**src/rtl/alu_pkg.sv**
```systemverilog
// Shared widths, alu opcode encoding and status-flag layout for the alu and execute unit.
package alu_pkg;

    localparam int unsigned DATA_W  = 32;
    localparam int unsigned ADDR_W  = 5;
    localparam int unsigned NREGS   = 2 ** ADDR_W;
    localparam int unsigned ALUC_W  = 4;
    localparam int unsigned FLAG_W  = 4;
    localparam int unsigned SHAMT_W = $clog2(DATA_W);

    localparam int unsigned FLAG_ZERO  = 0;
    localparam int unsigned FLAG_CARRY = 1;
    localparam int unsigned FLAG_NEG   = 2;
    localparam int unsigned FLAG_OVF   = 3;

    localparam logic [ALUC_W-1:0] ALUC_ADDU = 4'b0000;
    localparam logic [ALUC_W-1:0] ALUC_SUBU = 4'b0001;
    localparam logic [ALUC_W-1:0] ALUC_ADD  = 4'b0010;
    localparam logic [ALUC_W-1:0] ALUC_SUB  = 4'b0011;
    localparam logic [ALUC_W-1:0] ALUC_AND  = 4'b0100;
    localparam logic [ALUC_W-1:0] ALUC_OR   = 4'b0101;
    localparam logic [ALUC_W-1:0] ALUC_XOR  = 4'b0110;
    localparam logic [ALUC_W-1:0] ALUC_NOR  = 4'b0111;
    localparam logic [ALUC_W-1:0] ALUC_LUI  = 4'b1000;
    localparam logic [ALUC_W-1:0] ALUC_SLTU = 4'b1010;
    localparam logic [ALUC_W-1:0] ALUC_SLT  = 4'b1011;
    localparam logic [ALUC_W-1:0] ALUC_SRA  = 4'b1100;
    localparam logic [ALUC_W-1:0] ALUC_SRL  = 4'b1101;
    localparam logic [ALUC_W-1:0] ALUC_SLL  = 4'b1110;

    // Field order places each flag at its FLAG_* bit index.
    typedef struct packed {
        logic overflow;
        logic negative;
        logic carry;
        logic zero;
    } alu_flags_t;

endpackage

```
**src/rtl/alu_exec_unit_alu.sv**
```systemverilog
// Combinational alu: result plus {overflow, negative, carry, zero}; shifts move b by a[4:0].
module alu
    import alu_pkg::*;
(
    input  logic [DATA_W-1:0] a,
    input  logic [DATA_W-1:0] b,
    input  logic [ALUC_W-1:0] aluc,
    output logic [DATA_W-1:0] r,
    output logic              zero,
    output logic              carry,
    output logic              negative,
    output logic              overflow
);

    logic [DATA_W:0]      sum_c;
    logic [DATA_W:0]      dif_c;
    logic [SHAMT_W-1:0]   shamt_c;

    always_comb begin
        sum_c    = {1'b0, a} + {1'b0, b};
        dif_c    = {1'b0, a} - {1'b0, b};
        shamt_c  = a[SHAMT_W-1:0];
        r        = '0;
        carry    = 1'b0;
        overflow = 1'b0;
        case (aluc)
            ALUC_ADDU: begin
                r     = sum_c[DATA_W-1:0];
                carry = sum_c[DATA_W];
            end
            ALUC_ADD: begin
                r        = sum_c[DATA_W-1:0];
                carry    = sum_c[DATA_W];
                overflow = (a[DATA_W-1] == b[DATA_W-1]) && (r[DATA_W-1] != a[DATA_W-1]);
            end
            // carry on subtract is the unsigned borrow
            ALUC_SUBU: begin
                r     = dif_c[DATA_W-1:0];
                carry = dif_c[DATA_W];
            end
            ALUC_SUB: begin
                r        = dif_c[DATA_W-1:0];
                carry    = dif_c[DATA_W];
                overflow = (a[DATA_W-1] != b[DATA_W-1]) && (r[DATA_W-1] != a[DATA_W-1]);
            end
            ALUC_AND:  r = a & b;
            ALUC_OR:   r = a | b;
            ALUC_XOR:  r = a ^ b;
            ALUC_NOR:  r = ~(a | b);
            ALUC_LUI:  r = {b[DATA_W/2-1:0], (DATA_W/2)'(0)};
            ALUC_SLTU: r = DATA_W'(a < b);
            ALUC_SLT:  r = DATA_W'($signed(a) < $signed(b));
            ALUC_SRA:  r = DATA_W'($signed(b) >>> shamt_c);
            ALUC_SRL:  r = b >> shamt_c;
            ALUC_SLL:  r = b << shamt_c;
            default:   r = '0;
        endcase
        zero     = (r == '0);
        negative = r[DATA_W-1];
    end

endmodule

```
**src/rtl/alu_exec_unit.sv**
```systemverilog
// Two-stage execute unit: issue reads the register file (with bypass of the completing op),
// execute drives the alu, writeback updates the register file, status flags and wb_* outputs.
module alu_exec_unit
    import alu_pkg::*;
(
    input  logic              clk,
    input  logic              rst_n,
    input  logic              req_valid,
    output logic              req_ready,
    input  logic [ALUC_W-1:0] req_aluc,
    input  logic [ADDR_W-1:0] req_rs,
    input  logic [ADDR_W-1:0] req_rt,
    input  logic [ADDR_W-1:0] req_rd,
    input  logic              req_imm_en,
    input  logic [DATA_W-1:0] req_imm,
    input  logic              ld_en,
    input  logic [ADDR_W-1:0] ld_addr,
    input  logic [DATA_W-1:0] ld_data,
    output logic              wb_valid,
    output logic [ADDR_W-1:0] wb_rd,
    output logic [DATA_W-1:0] wb_data,
    output logic [FLAG_W-1:0] flags,
    input  logic [ADDR_W-1:0] dbg_addr,
    output logic [DATA_W-1:0] dbg_data
);

    logic [DATA_W-1:0] regs_q [NREGS];

    logic              ex_valid_q, ex_valid_d;
    logic [ALUC_W-1:0] ex_aluc_q,  ex_aluc_d;
    logic [ADDR_W-1:0] ex_rd_q,    ex_rd_d;
    logic [DATA_W-1:0] ex_a_q,     ex_a_d;
    logic [DATA_W-1:0] ex_b_q,     ex_b_d;

    logic              wb_valid_q, wb_valid_d;
    logic [ADDR_W-1:0] wb_rd_q,    wb_rd_d;
    logic [DATA_W-1:0] wb_data_q,  wb_data_d;
    alu_flags_t        flags_q,    flags_d;

    logic [DATA_W-1:0] alu_r_c;
    alu_flags_t        alu_flags_c;
    logic              issue_c;
    logic              wb_we_c;
    logic [DATA_W-1:0] rs_val_c;
    logic [DATA_W-1:0] rt_val_c;

    alu u_alu (
        .a        (ex_a_q),
        .b        (ex_b_q),
        .aluc     (ex_aluc_q),
        .r        (alu_r_c),
        .zero     (alu_flags_c.zero),
        .carry    (alu_flags_c.carry),
        .negative (alu_flags_c.negative),
        .overflow (alu_flags_c.overflow)
    );

    assign req_ready = ~ld_en;
    assign issue_c   = req_valid & req_ready;
    assign wb_we_c   = ex_valid_q && (ex_rd_q != '0);

    // Source read: r0 is zero, the op retiring at this edge is forwarded, else the register file.
    always_comb begin
        rs_val_c = regs_q[req_rs];
        rt_val_c = regs_q[req_rt];
        if (req_rs == '0) begin
            rs_val_c = '0;
        end else if (ex_valid_q && (ex_rd_q == req_rs)) begin
            rs_val_c = alu_r_c;
        end
        if (req_rt == '0) begin
            rt_val_c = '0;
        end else if (ex_valid_q && (ex_rd_q == req_rt)) begin
            rt_val_c = alu_r_c;
        end
    end

    always_comb begin
        ex_valid_d = 1'b0;
        ex_aluc_d  = ex_aluc_q;
        ex_rd_d    = ex_rd_q;
        ex_a_d     = ex_a_q;
        ex_b_d     = ex_b_q;
        wb_valid_d = ex_valid_q;
        wb_rd_d    = wb_rd_q;
        wb_data_d  = wb_data_q;
        flags_d    = flags_q;
        if (issue_c) begin
            ex_valid_d = 1'b1;
            ex_aluc_d  = req_aluc;
            ex_rd_d    = req_rd;
            ex_a_d     = rs_val_c;
            ex_b_d     = req_imm_en ? req_imm : rt_val_c;
        end
        if (ex_valid_q) begin
            wb_rd_d   = ex_rd_q;
            wb_data_d = alu_r_c;
            flags_d   = alu_flags_c;
        end
    end

    always_ff @(posedge clk or negedge rst_n) begin
        if (!rst_n) begin
            ex_valid_q <= 1'b0;
            ex_aluc_q  <= '0;
            ex_rd_q    <= '0;
            ex_a_q     <= '0;
            ex_b_q     <= '0;
            wb_valid_q <= 1'b0;
            wb_rd_q    <= '0;
            wb_data_q  <= '0;
            flags_q    <= '0;
        end else begin
            ex_valid_q <= ex_valid_d;
            ex_aluc_q  <= ex_aluc_d;
            ex_rd_q    <= ex_rd_d;
            ex_a_q     <= ex_a_d;
            ex_b_q     <= ex_b_d;
            wb_valid_q <= wb_valid_d;
            wb_rd_q    <= wb_rd_d;
            wb_data_q  <= wb_data_d;
            flags_q    <= flags_d;
        end
    end

    // Register file; r0 is never written. Writeback beats a load to the same address.
    always_ff @(posedge clk or negedge rst_n) begin
        if (!rst_n) begin
            for (int i = 0; i < NREGS; i++) begin
                regs_q[i] <= '0;
            end
        end else begin
            for (int i = 1; i < NREGS; i++) begin
                if (wb_we_c && (ex_rd_q == ADDR_W'(i))) begin
                    regs_q[i] <= alu_r_c;
                end else if (ld_en && (ld_addr == ADDR_W'(i))) begin
                    regs_q[i] <= ld_data;
                end
            end
        end
    end

    assign wb_valid = wb_valid_q;
    assign wb_rd    = wb_rd_q;
    assign wb_data  = wb_data_q;
    assign flags    = flags_q;
    assign dbg_data = (dbg_addr == '0) ? '0 : regs_q[dbg_addr];

endmodule

```
**config.mk**
```make
export PLATFORM = sky130hd
export DESIGN_NAME = alu_exec_unit
export DESIGN_NICKNAME = d
export VERILOG_FILES = /design/src/rtl/alu_pkg.sv /design/src/rtl/alu_exec_unit_alu.sv /design/src/rtl/alu_exec_unit.sv
export SDC_FILE = /design/constraint.sdc
export NUM_CORES = 2
export LEC_CHECK = 0
export ABC_AREA = 1
export CAP_MARGIN = 20
export CORE_UTILIZATION = 30
export DETAILED_ROUTE_END_ITERATION = 8
export PLACE_DENSITY_LB_ADDON = 0.15
export SLEW_MARGIN = 0
export SYNTH_ARGS = -nofsm -noshare
export SYNTH_HDL_FRONTEND = slang
export SYNTH_HIERARCHICAL = 1
export SYNTH_SLANG_ARGS = --single-unit
```
**constraint.sdc**
```tcl
create_clock -name clk -period 4 [get_ports clk]
set_input_delay 0.4 -clock clk [delete_from_list [all_inputs] [get_ports clk]]
set_output_delay 0.4 -clock clk [all_outputs]
set_load 0.02 [all_outputs]
```
==> results.cfg <==
[final_layout]
filler_cell_count = 31660
post_route_cells_drive_above_1_share_pct = 7.42
final_nets = 13566
syn2layout_area_growth_pct = 14.8

[power_and_ir_drop]
power_density_mw_per_mm2 = 554
power.leakage_nw = 45.7
ir_drop_uv = 311

[sta]
tns_ns = -0.277
whs_ns = 0.0731
max_slew_margin_pct = 19.4
grt_setup_unrepaired = false
hold_viol_final = 0
setup_viol = 12
worstMarginPinSlew_ns = 1.21
final.setup.worst_slack_ns = -0.0463
fin_crit_sh_pct = 101
min_period_ns = 4.05
slew_viol_final = 0
fmax_ghz = 0.247
finalClockSkew_ns = 0.0492

[die]
die-area_mm2 = 0.297
num_rows = 198
die_w_um = 545
io_pins = 173
core-area_mm2 = 0.292
initial_core_util_pct = 30.3
die_y_um = 545

[drt]
vias_per_cell = 6.16
wl_per_cell_um = 32.8
drt_iter0_drc = 16896
drc = 0
vias = 107227
ant_nets = 0
first_pass_iters = 7
routed_wirelength_um = 570000

[global_routing]
grtUsageTotal_pct = 37.2
grt_antenna_before_repair = 47
overflow = 0
first_global_vias = 97582
grt_pass1_wl_um = 788000
grt_max_degree = 127

[yosys]
syn_avg_cell_area_um2 = 6.42
syn_nets = 13976
yosys_warnings = 70
synth_seq_area_share_pct = 31.4
synthCells = 13774
yosysUniqueCellTypes = 51
syn_area_mm2 = 0.0884
ys_ff_latch = 1108

[place]
routabilityCongestion = 1.01
post-dp-hpwl_um = 373000
post-place-ws_ns = 0.0939
portBuffers = 172

[clock_tree]
clock_latency_ns = 0.89
clk_path_buf_depth = 4
h-tree-depth = 4
cts_tree = yes
root_buffer = clkbuf_16
path_clk_slew_ns = 0.06
cts.sinks = 1108
cts_buffers = 153

[worst_setup_path]
path_buf_inv = 3
cp-start-kind = register
crit_arrival_ns = 4.73
crit_path_max_fanout = 17
critPathSlowestCell = nor3_1
critPathTopFamily = simple AND/OR/NAND/NOR gates
cp_cell_sequence = nand2_1, nor2_1, nand2_2, o21ai_1, nor3_1, nand3_1, a21oi_1, nand3_1, buf_4, clkinv_1, buf_4, o221ai_1
path_class = reg -> reg
endpoint_kind = register
required_ns = 4.68
critPathMaxStageDelay_ns = 0.69
r2r_setup_slack_ns = -0.05

[min_path]
hp-class = in -> reg

[outcome]
violations = setup timing
outcome = finished, violations left

[flow_run]
drv_cap = 0
-- worst min-delay path, delay by kind of cell --
kind	cells	cell delay [ns]
buffers and inverters	1	0.39
AND/OR/NAND/NOR	2	0.10
-- area by class of cell --
type	count	area, um^2	share of cell area (%)
clock inverter	27	254	0.250
clock buffer	237	4540	4.47
tap	3900	4880	4.81
timing repair buffer	778	8470	8.35
multi-input combinational	10007	50500	49.8
antenna	27	67.6	0.0666
sequential	1108	27700	27.3
inverter	1316	5020	4.95
-- cell usage after synthesis, drive strengths merged --
cell type | n | area share [%]
nor4b | 1 | 0.017
o221ai | 426 | 4.2
a21boi | 1 | 0.0085
o31ai | 1 | 0.014
a22oi | 32 | 0.27
inv | 1277 | 5.4
o2111ai | 5 | 0.050
and3 | 1 | 0.0071
and2 | 12 | 0.085
nand2 | 3129 | 13
o21ai | 1415 | 8.0
buf | 618 | 3.3
nand4 | 30 | 0.21
or2 | 1 | 0.0071
a22o | 1 | 0.0099
nor3 | 26 | 0.15
o22ai | 38 | 0.27
o21bai | 8 | 0.068
fa | 2 | 0.045
ha | 102 | 1.4
nand3b | 11 | 0.093
a21o | 1 | 0.0085
nand3 | 2196 | 12
clkbuf | 725 | 3.1
nor2 | 549 | 2.4
a211oi | 6 | 0.051
a41o | 1 | 0.011
nor3b | 2 | 0.017
a21oi | 1304 | 7.4
a31oi | 2 | 0.014
nor4 | 5 | 0.035
dfrtp | 1108 | 31
o211ai | 669 | 5.7
a221oi | 2 | 0.020
clkinv | 39 | 0.17
o21a | 20 | 0.17
xor2 | 8 | 0.079
-- placed cells by master (no fill, tap or decap), drive strengths merged, types with 57 or more instances in the layout --
cell | Yosys | routed
ha | 102 | 102
nor2 | 549 | 549
inv | 1277 | 1282
clkdlybuf4s50 | 0 | 149
clkinv | 39 | 57
nand3 | 2196 | 2196
buf | 618 | 626
clkbuf | 725 | 239
o21ai | 1415 | 1415
o221ai | 426 | 426
dfrtp | 1108 | 1108
nand2 | 3129 | 3129
o211ai | 669 | 669
a21oi | 1304 | 1304
-- flip-flops by register name, indices dropped and copies added, names as in the netlist, 4 cells and up --
| register | flops |
|---|---|
| ex_a_q | 32 |
| ex_aluc_q | 4 |
| flags | 4 |
| regs_q | 992 |
| ex_b_q | 32 |
| wb_rd | 5 |
| wb_data | 32 |
| ex_rd_q | 5 |
-- layer usage --
layer	GRT usage [%]	up-vias	share of wire, %
met1	50.0	51763	40
li1	-	46253	-
met2	51.7	7549	40
met3	9.49	1632	12
met5	0	-	0.036
met4	25.8	30	8.1
-- cells by family after synthesis --
family / after synthesis / share of synthesized area, %
simple gates: 5963 / 28.8
compound gates: 3932 / 26.3
fa+ha+maj: 104 / 1.49
flops: 1108 / 31.4
xor+xnor: 8 / 0.0793
buf+inv: 2659 / 12.0
-- path summary, 6_finish.rpt --
kind | startpoint | to | cells after the start
setup / recovery | ex_aluc_q[2]$_DFFE_PN0P_ | regs_q[701]$_DFFE_PN0P_ | 12
hold / removal | req_aluc[2] | ex_aluc_q[2]$_DFFE_PN0P_ | 3
setup reg to reg | ex_aluc_q[2]$_DFFE_PN0P_ | regs_q[701]$_DFFE_PN0P_ | 12
hold reg to reg | flags[2]$_DFFE_PN0P_ | flags[2]$_DFFE_PN0P_ | 2
max in group asynchronous | rst_n | regs_q[300]$_DFFE_PN0P_ | 3
min in group asynchronous | rst_n | regs_q[951]$_DFFE_PN0P_ | 2
-- power by group --
| part | switching [mW] | internal (mW) |
|---|---|---|
| clock | 6.02 | 7.97 |
| sequential | 2.71 | 15.1 |
| combinational | 17.0 | 7.37 |
| total | 25.7 | 30.5 |
-- timing repair --
action	4_1_cts	5_1_grt
buffers inserted	0	0
endpoints found under the hold margin	99	0
setup endpoints to repair	0	4
resized for setup	0	2
hold buffers	1	0
-- metrics by stage --
| step | cell area, um^2 | util [%] | power [mW] | instances |
|---|---|---|---|---|
| after floorplan | 88400 | - | 31.1 | 13774 |
| after global placement | 96600 | 33.1 | 41.4 | 17108 |
| after detailed placement | 96600 | 33.1 | 41.3 | 17108 |
| after CTS | 101000 | 34.7 | 55.3 | 17373 |
| after global routing | 101000 | 34.7 | 58.8 | 17379 |
| final | 101000 | 34.7 | 56.2 | 17400 |
Note: power is estimated with default switching activity, not from simulation.
